$ cat src/rtl/matrix_filter_pkg.sv
// matrix_filter_pkg
//   Shared constants for the 3x3 matrix filter.
//   - mode_e      : kernel select encoding (gaussian, box8, pass)
//   - COL_W       : width of the per-line column counter
//   - GAUSS_SH    : normalising shift of the 1-2-1 kernel (weights sum to 16)
//   - BOX_SH      : normalising shift of the 8-neighbour box (8 taps)
//   - sum_w()     : intermediate sum width rule, pixel width + 4 guard bits
package matrix_filter_pkg;

  typedef enum logic [1:0] {
    MODE_GAUSS = 2'd0,
    MODE_BOX8  = 2'd1,
    MODE_PASS  = 2'd2,
    MODE_PASS3 = 2'd3   // second encoding of pass-through
  } mode_e;

  localparam int COL_W    = 11;
  localparam int GAUSS_SH = 4;
  localparam int BOX_SH   = 3;

  // Gaussian weights sum to 16, so four guard bits always hold the full sum
  // (including the optional +8 rounding term) without overflow.
  function automatic int sum_w(input int width);
    return width + 4;
  endfunction

endpackage

$ cat src/rtl/matrix_filter3x3_window3x3.sv
// window3x3
//   Sliding 3x3 window and per-line column counter.
//   The two older columns are registered; the newest column is the incoming
//   one, so win_nxt is the complete window that a column accepted this cycle
//   closes. Window and counter only move on valid_in.
// Ports
//   clk, rst_n  : clock, async active-low reset
//   valid_in    : din column is valid this cycle
//   sol         : start of line (only with valid_in), restarts col at 0
//   col_in      : [0]=top, [1]=middle, [2]=bottom pixel of the column
//   win_nxt     : [col][row] window, col 0 = newest (col_in), col 2 = oldest
//   win_ok      : accepted column completes a window from a single line
module window3x3
  import matrix_filter_pkg::*;
#(
  parameter int PIC_WIDTH = 250,
  parameter int WIDTH     = 8
) (
  input  logic                         clk,
  input  logic                         rst_n,
  input  logic                         valid_in,
  input  logic                         sol,
  input  logic [2:0][WIDTH-1:0]        col_in,
  output logic [2:0][2:0][WIDTH-1:0]   win_nxt,
  output logic                         win_ok
);

  localparam logic [COL_W-1:0] COL_LAST = COL_W'(PIC_WIDTH - 1);

  logic [1:0][2:0][WIDTH-1:0] win_q;   // [0] = previous column, [1] = one before
  logic [COL_W-1:0]           col;
  logic [COL_W-1:0]           col_nxt;

  always_comb begin
    col_nxt = col;
    if (sol)                  col_nxt = '0;
    else if (col == COL_LAST) col_nxt = '0;
    else                      col_nxt = col + COL_W'(1);
  end

  // Once col reaches 2 every column of the window belongs to the current
  // line; a mid-line sol therefore drops the partial line automatically.
  assign win_ok  = valid_in && (col_nxt >= COL_W'(2));
  assign win_nxt = {win_q[1], win_q[0], col_in};

  always_ff @(posedge clk or negedge rst_n) begin
    if (!rst_n) begin
      win_q <= '0;
      col   <= '0;
    end else if (valid_in) begin
      win_q <= win_nxt[1:0];
      col   <= col_nxt;
    end
  end

endmodule

$ cat src/rtl/matrix_filter3x3.sv
// matrix_filter3x3
//   3x3 image filter fed one pixel column per valid cycle.
//   Pipeline: window (window3x3) -> sum stage -> output register, so a
//   column accepted in cycle t shows on valid_out/dout in cycle t+2.
//   After the window the pipeline free-runs; gaps in valid_in never stall it.
//   Kernels (mode, sampled with the sum stage):
//     0 gaussian 1 2 1 / 2 4 2 / 1 2 1, >> 4
//     1 box8     8 neighbours, centre excluded, >> 3
//     2,3 pass   centre pixel
//   Optional macro ROUND_EN: add half an LSB before the shift (+8 / +4);
//   without it the result truncates.
// Ports
//   clk, rst_n         : clock, async active-low reset
//   valid_in, sol      : column strobe and start-of-line marker
//   din1, din2, din3   : top / middle / bottom pixel of the column
//   mode               : kernel select
//   valid_out, dout    : filtered pixel; dout holds while valid_out is low
module matrix_filter3x3
  import matrix_filter_pkg::*;
#(
  parameter int PIC_WIDTH = 250,
  parameter int WIDTH     = 8
) (
  input  logic             clk,
  input  logic             rst_n,
  input  logic             valid_in,
  input  logic             sol,
  input  logic [WIDTH-1:0] din1,
  input  logic [WIDTH-1:0] din2,
  input  logic [WIDTH-1:0] din3,
  input  logic [1:0]       mode,
  output logic             valid_out,
  output logic [WIDTH-1:0] dout
);

  localparam int SUM_W  = sum_w(WIDTH);
  localparam int STAGES = 2;

`ifdef ROUND_EN
  localparam logic [SUM_W-1:0] G_RND = SUM_W'(8);
  localparam logic [SUM_W-1:0] B_RND = SUM_W'(4);
`else
  localparam logic [SUM_W-1:0] G_RND = '0;
  localparam logic [SUM_W-1:0] B_RND = '0;
`endif

  typedef struct packed {
    logic [SUM_W-1:0] gauss;
    logic [SUM_W-1:0] box;
    logic [WIDTH-1:0] ctr;
    mode_e            mode;
  } sum_t;

  // ---------------------------------------------------------------- window
  logic [2:0][2:0][WIDTH-1:0] w;
  logic                       win_ok;

  window3x3 #(
    .PIC_WIDTH (PIC_WIDTH),
    .WIDTH     (WIDTH)
  ) u_win (
    .clk      (clk),
    .rst_n    (rst_n),
    .valid_in (valid_in),
    .sol      (sol),
    .col_in   ({din3, din2, din1}),
    .win_nxt  (w),
    .win_ok   (win_ok)
  );

  // --------------------------------------------------------------- kernels
  function automatic logic [SUM_W-1:0] ext(input logic [WIDTH-1:0] p);
    return SUM_W'(p);
  endfunction

  logic [SUM_W-1:0] corners, edges;
  sum_t             sum_d, sum_q;

  // w[col][row]; corners and edges are shared by both kernels.
  always_comb begin
    corners     = ext(w[0][0]) + ext(w[0][2]) + ext(w[2][0]) + ext(w[2][2]);
    edges       = ext(w[0][1]) + ext(w[2][1]) + ext(w[1][0]) + ext(w[1][2]);
    sum_d.gauss = corners + (edges << 1) + (ext(w[1][1]) << 2) + G_RND;
    sum_d.box   = corners + edges + B_RND;
    sum_d.ctr   = w[1][1];
    sum_d.mode  = mode_e'(mode);
  end

  // -------------------------------------------------- sum stage / valids
  logic [STAGES-1:0] vld_pipe;   // [0] sum stage, [1] output register

  always_ff @(posedge clk or negedge rst_n) begin
    if (!rst_n) begin
      vld_pipe <= '0;
      sum_q    <= '0;
    end else begin
      vld_pipe <= {vld_pipe[STAGES-2:0], win_ok};
      if (win_ok) sum_q <= sum_d;
    end
  end

  // --------------------------------------------------------- output stage
  // Sums never exceed (2^WIDTH-1) << shift, so the cast drops only zeros.
  logic [WIDTH-1:0] res;

  always_comb begin
    res = sum_q.ctr;
    case (sum_q.mode)
      MODE_GAUSS: res = WIDTH'(sum_q.gauss >> GAUSS_SH);
      MODE_BOX8:  res = WIDTH'(sum_q.box >> BOX_SH);
      default:    res = sum_q.ctr;
    endcase
  end

  always_ff @(posedge clk or negedge rst_n) begin
    if (!rst_n) begin
      dout <= '0;
    end else if (vld_pipe[0]) begin
      dout <= res;
    end
  end

  assign valid_out = vld_pipe[STAGES-1];

endmodule
$ cat config.mk
export PLATFORM = sky130hd
export DESIGN_NAME = matrix_filter3x3
export DESIGN_NICKNAME = d
export VERILOG_FILES = /design/src/rtl/matrix_filter_pkg.sv /design/src/rtl/matrix_filter3x3_window3x3.sv /design/src/rtl/matrix_filter3x3.sv
export SDC_FILE = /design/constraint.sdc
export NUM_CORES = 1
export LEC_CHECK = 0
export ABC_AREA = 0
export BUFFER_PORTS_ARGS = -buffer_cell sky130_fd_sc_hd__buf_4
export CAP_MARGIN = 20
export CORE_UTILIZATION = 30
export CTS_CLUSTER_SIZE = 24
export DETAILED_ROUTE_END_ITERATION = 10
export GPL_TIMING_DRIVEN = 0
export HOLD_SLACK_MARGIN = 0.08
export PLACE_DENSITY_LB_ADDON = 0.1
export SETUP_SLACK_MARGIN = 0.4
export SYNTH_ARGS = -nofsm -noshare
export SYNTH_HDL_FRONTEND = slang
export SYNTH_SLANG_ARGS = --single-unit
$ cat constraint.sdc
create_clock -name clk -period 5.2 [get_ports clk]
set_input_delay 0.52 -clock clk [delete_from_list [all_inputs] [get_ports clk]]
set_output_delay 0.52 -clock clk [all_outputs]
set_load 0.01 [all_outputs]
==> out/metrics.cfg <==
[status]
outcome=complete, no violations

[placement]
placedCellCount=952
globalplace.congestion=0.7736
placed_area_sq_um=6892
detailed_place_hpwl_um=11150
io_buffers=38

[worst_setup_path]
cp.arrival_ps=4840
cp-start-kind=flip-flop
crit_path_max_fanout=3
crit_type=reg -> reg
reg2regPathDepth=19
worst_ep_required_time_ps=5430
crit_path_end_kind=flip-flop
r2r-end=sum_q[33]
reg2reg_slack_ps=590
worstReg2RegStart=u_win.win_nxt[25]

[layout]
nNetsFinal=803
drive_above_1_share_pct=16.81
area_delta_synth_final_pct=17.30
design_area_sq_um=7321
n_antenna_cell=0
final_cells=972

[timing]
relSlewSlack_pct=52.45
finalMaxSlewViolations=0
rsz0062_at_grt=true
finClkSkew_ps=11.04
max_freq_mhz=217.0
tightest_slew_ps=713.3
report.final.hold_viol_count=0
finalCriticalPeriod_ps=4608
period_share_pct=88.62
setup_viol=0

[power]
p_comb_share_pct=65.2
p_sw_uw=2076
clockPowerShare_pct=14.5
irDropWorstVdd_uv=270.4
p_leak_uw=0.003523
p_sw_share_pct=42.42
internal_power_uw=2817
power.density_nw_per_um2=668.4
sequentialPowerShare_pct=20.4

[clock_network]
clockBufferDepth=2
cts_max_level=3
numCtsBuffers=9
clock_latency_ps=350
cts_tree=done
postCtsHoldBufs=0
clockRootBuffer=clkbuf_16
clkTransAtPathRegs_ps=70
clock-sinks=95

[synth]
synth_nets=749
synth_ff_type=dfrtp_1
synth_top_area_share_pct=38.09
yosys.area.top_type=dfrtp_1
ys_ff_latch=95
yosys.cell_types.count=53
synth.area.top_cells=dfrtp_1, fa_1, ha_1, inv_1, o21ai_0
syn_area_sq_um=6241
syn_inst=643
yosysSeqAreaShare_pct=38.09
ys_warn_count=0
async_reset_ff_share_pct=100.0
synth-edff-count=0
avgSynthCellArea_sq_um=9.706

[drt]
via_count=4404
drt-vias-per-instance=4.531
drt_iter0_drc=118
antenna_left=0
wl_per_cell_um=14.61
drt_drc_violations_left=0
first_pass_iters=4
routed_wl_um=14200

[floorplanning]
placementRows=52
start_util_pct=30.74
die_area_sq_um=21380
io_pins=39
die_h_um=146.2
die_width_um=146.2
coreArea_sq_um=20300

[grt]
first_global_vias=4727
grt_pass1_wl_um=24430
grt_overflow_total=0
grtUsageTotal_pct=14.54
grt_start_max_net_pins=67
antenna_found_initial=0

[worst_hold_path]
hold_class=in -> async

[job]
maxCapViolations=0

per-layer routing:
metal  GRT usage [%]  vias to the layer above  part of all wire (%)
met5               0                        -                     0
met4           5.365                        0                   1.7
met3           2.188                       13                   3.0
met2           23.17                       55                    46
met1           19.96                     2121                    49
li1                -                     2215                     -
placed cells by master (no fill, tap or decap), drive strengths merged, types with 3 or more instances in the layout:
cell | synthesis | routed
clkbuf | 12 | 24
nand2b | 7 | 7
fa | 39 | 39
a21oi | 13 | 13
buf | 10 | 53
xnor2 | 15 | 15
nand2 | 78 | 78
mux2i | 9 | 9
dfrtp | 95 | 95
mux2 | 27 | 27
nor2b | 5 | 5
a21boi | 4 | 4
nand3 | 5 | 5
nand4 | 6 | 6
nor2 | 18 | 18
o21a | 4 | 4
a211oi | 4 | 4
ha | 37 | 37
inv | 113 | 114
o31ai | 4 | 4
nor3 | 10 | 10
o21ai | 82 | 82
xor2 | 12 | 12
o41ai | 3 | 3
a21o | 9 | 9
cells in the mapped netlist (2+ instances only):
library cell	count
a211oi_1	4
a21boi_0	4
a21o_1	9
a21oi_1	13
buf_1	3
buf_2	5
clkbuf_1	12
dfrtp_1	95
fa_1	39
ha_1	37
inv_1	112
mux2_2	27
mux2i_1	9
nand2_1	78
nand2b_1	7
nand3_1	5
nand4_1	5
nor2_1	17
nor2b_1	5
nor3_1	10
o21a_1	4
o21ai_0	81
o21bai_1	2
o22ai_1	2
o31ai_1	4
o41ai_1	2
xnor2_1	15
xor2_1	12
metrics by stage:
stage          TNS [ps]  setup slack [ps]  power, uW  utilization, %  hold slack (ps)
2_1_floorplan         0             429.2       3290               -            224.4
3_3_place_gp     -402.4            -245.6       3950           33.81            371.5
3_5_place_dp     -433.7            -257.9       3994           33.95            385.7
4_1_cts               0             408.2       4830           35.64            106.9
5_1_grt               0             340.1       5444           36.06            124.0
6_report              0             591.8       4893           36.06            105.1
power by group through the flow:
stage,logic (uW),clock network [uW],registers [uW]
global route,3660,763,1020
floorplan,2290,0,998
detailed placement,2980,0,1010
CTS,3090,736,999
finish,3190,709,996
global placement,2940,0,1010
kinds of logic after synthesis:
logic type | after synthesis | share of synthesized area (%)
simple gates | 137 | 9.904
compound gates | 136 | 13.41
buf+inv | 135 | 8.400
flops | 95 | 38.09
fa+ha+maj | 77 | 20.09
mux | 36 | 6.315
xor+xnor | 27 | 3.789
critical path, stage by stage (launching register included):
cell and delay, ps:
dfrtp_1 350, inv_1 70, fa_1 500, inv_1 50, fa_1 450, ha_1 270
fa_1 410, a21o_1 210, a21oi_2 180, o21bai_1 110, a21oi_2 220, xor2_2 100
fa_1 480, inv_1 40, ha_1 340, a21oi_2 180, a21boi_2 80, o21ai_1 180
nand2b_1 80, o22a_1 180
flip-flops by register name (all words and copies together), names as in the netlist:
name,flops
sum_q,26
dout,8
u_win.col,11
vld_pipe,2
u_win.win_nxt,48
worst max-delay path by stage:
stage,start,to,slack (ps)
after floorplan,din1[1],sum_q[33],430
after global placement,din1[1],sum_q[33],-250
after detailed placement,din1[1],sum_q[33],-260
after CTS,u_win.win_nxt[25],sum_q[33],410
after global routing,u_win.win_nxt[50],sum_q[33],340
final,u_win.win_nxt[25],sum_q[33],590
cell type report:
| type | count | area (sq um) |
|---|---|---|
| Inverter | 113 | 424.2 |
| Timing Repair Buffer | 43 | 342.8 |
| Clock inverter | 4 | 51.30 |
| Clock buffer | 12 | 266.5 |
| Sequential cell | 95 | 2377 |
| Multi-Input combinational cell | 413 | 3421 |
| Buffer | 22 | 100.1 |
| Fill cell | 2086 | 12980 |
| Tap cell | 270 | 337.8 |
repair_timing:
action,in CTS,in global routing
gates resized for setup,7,18
pin swaps,4,7
setup endpoints to repair,4,7
setup buffers,1,3
endpoints found under the hold margin,0,0
(Power assumes the default switching activity.)
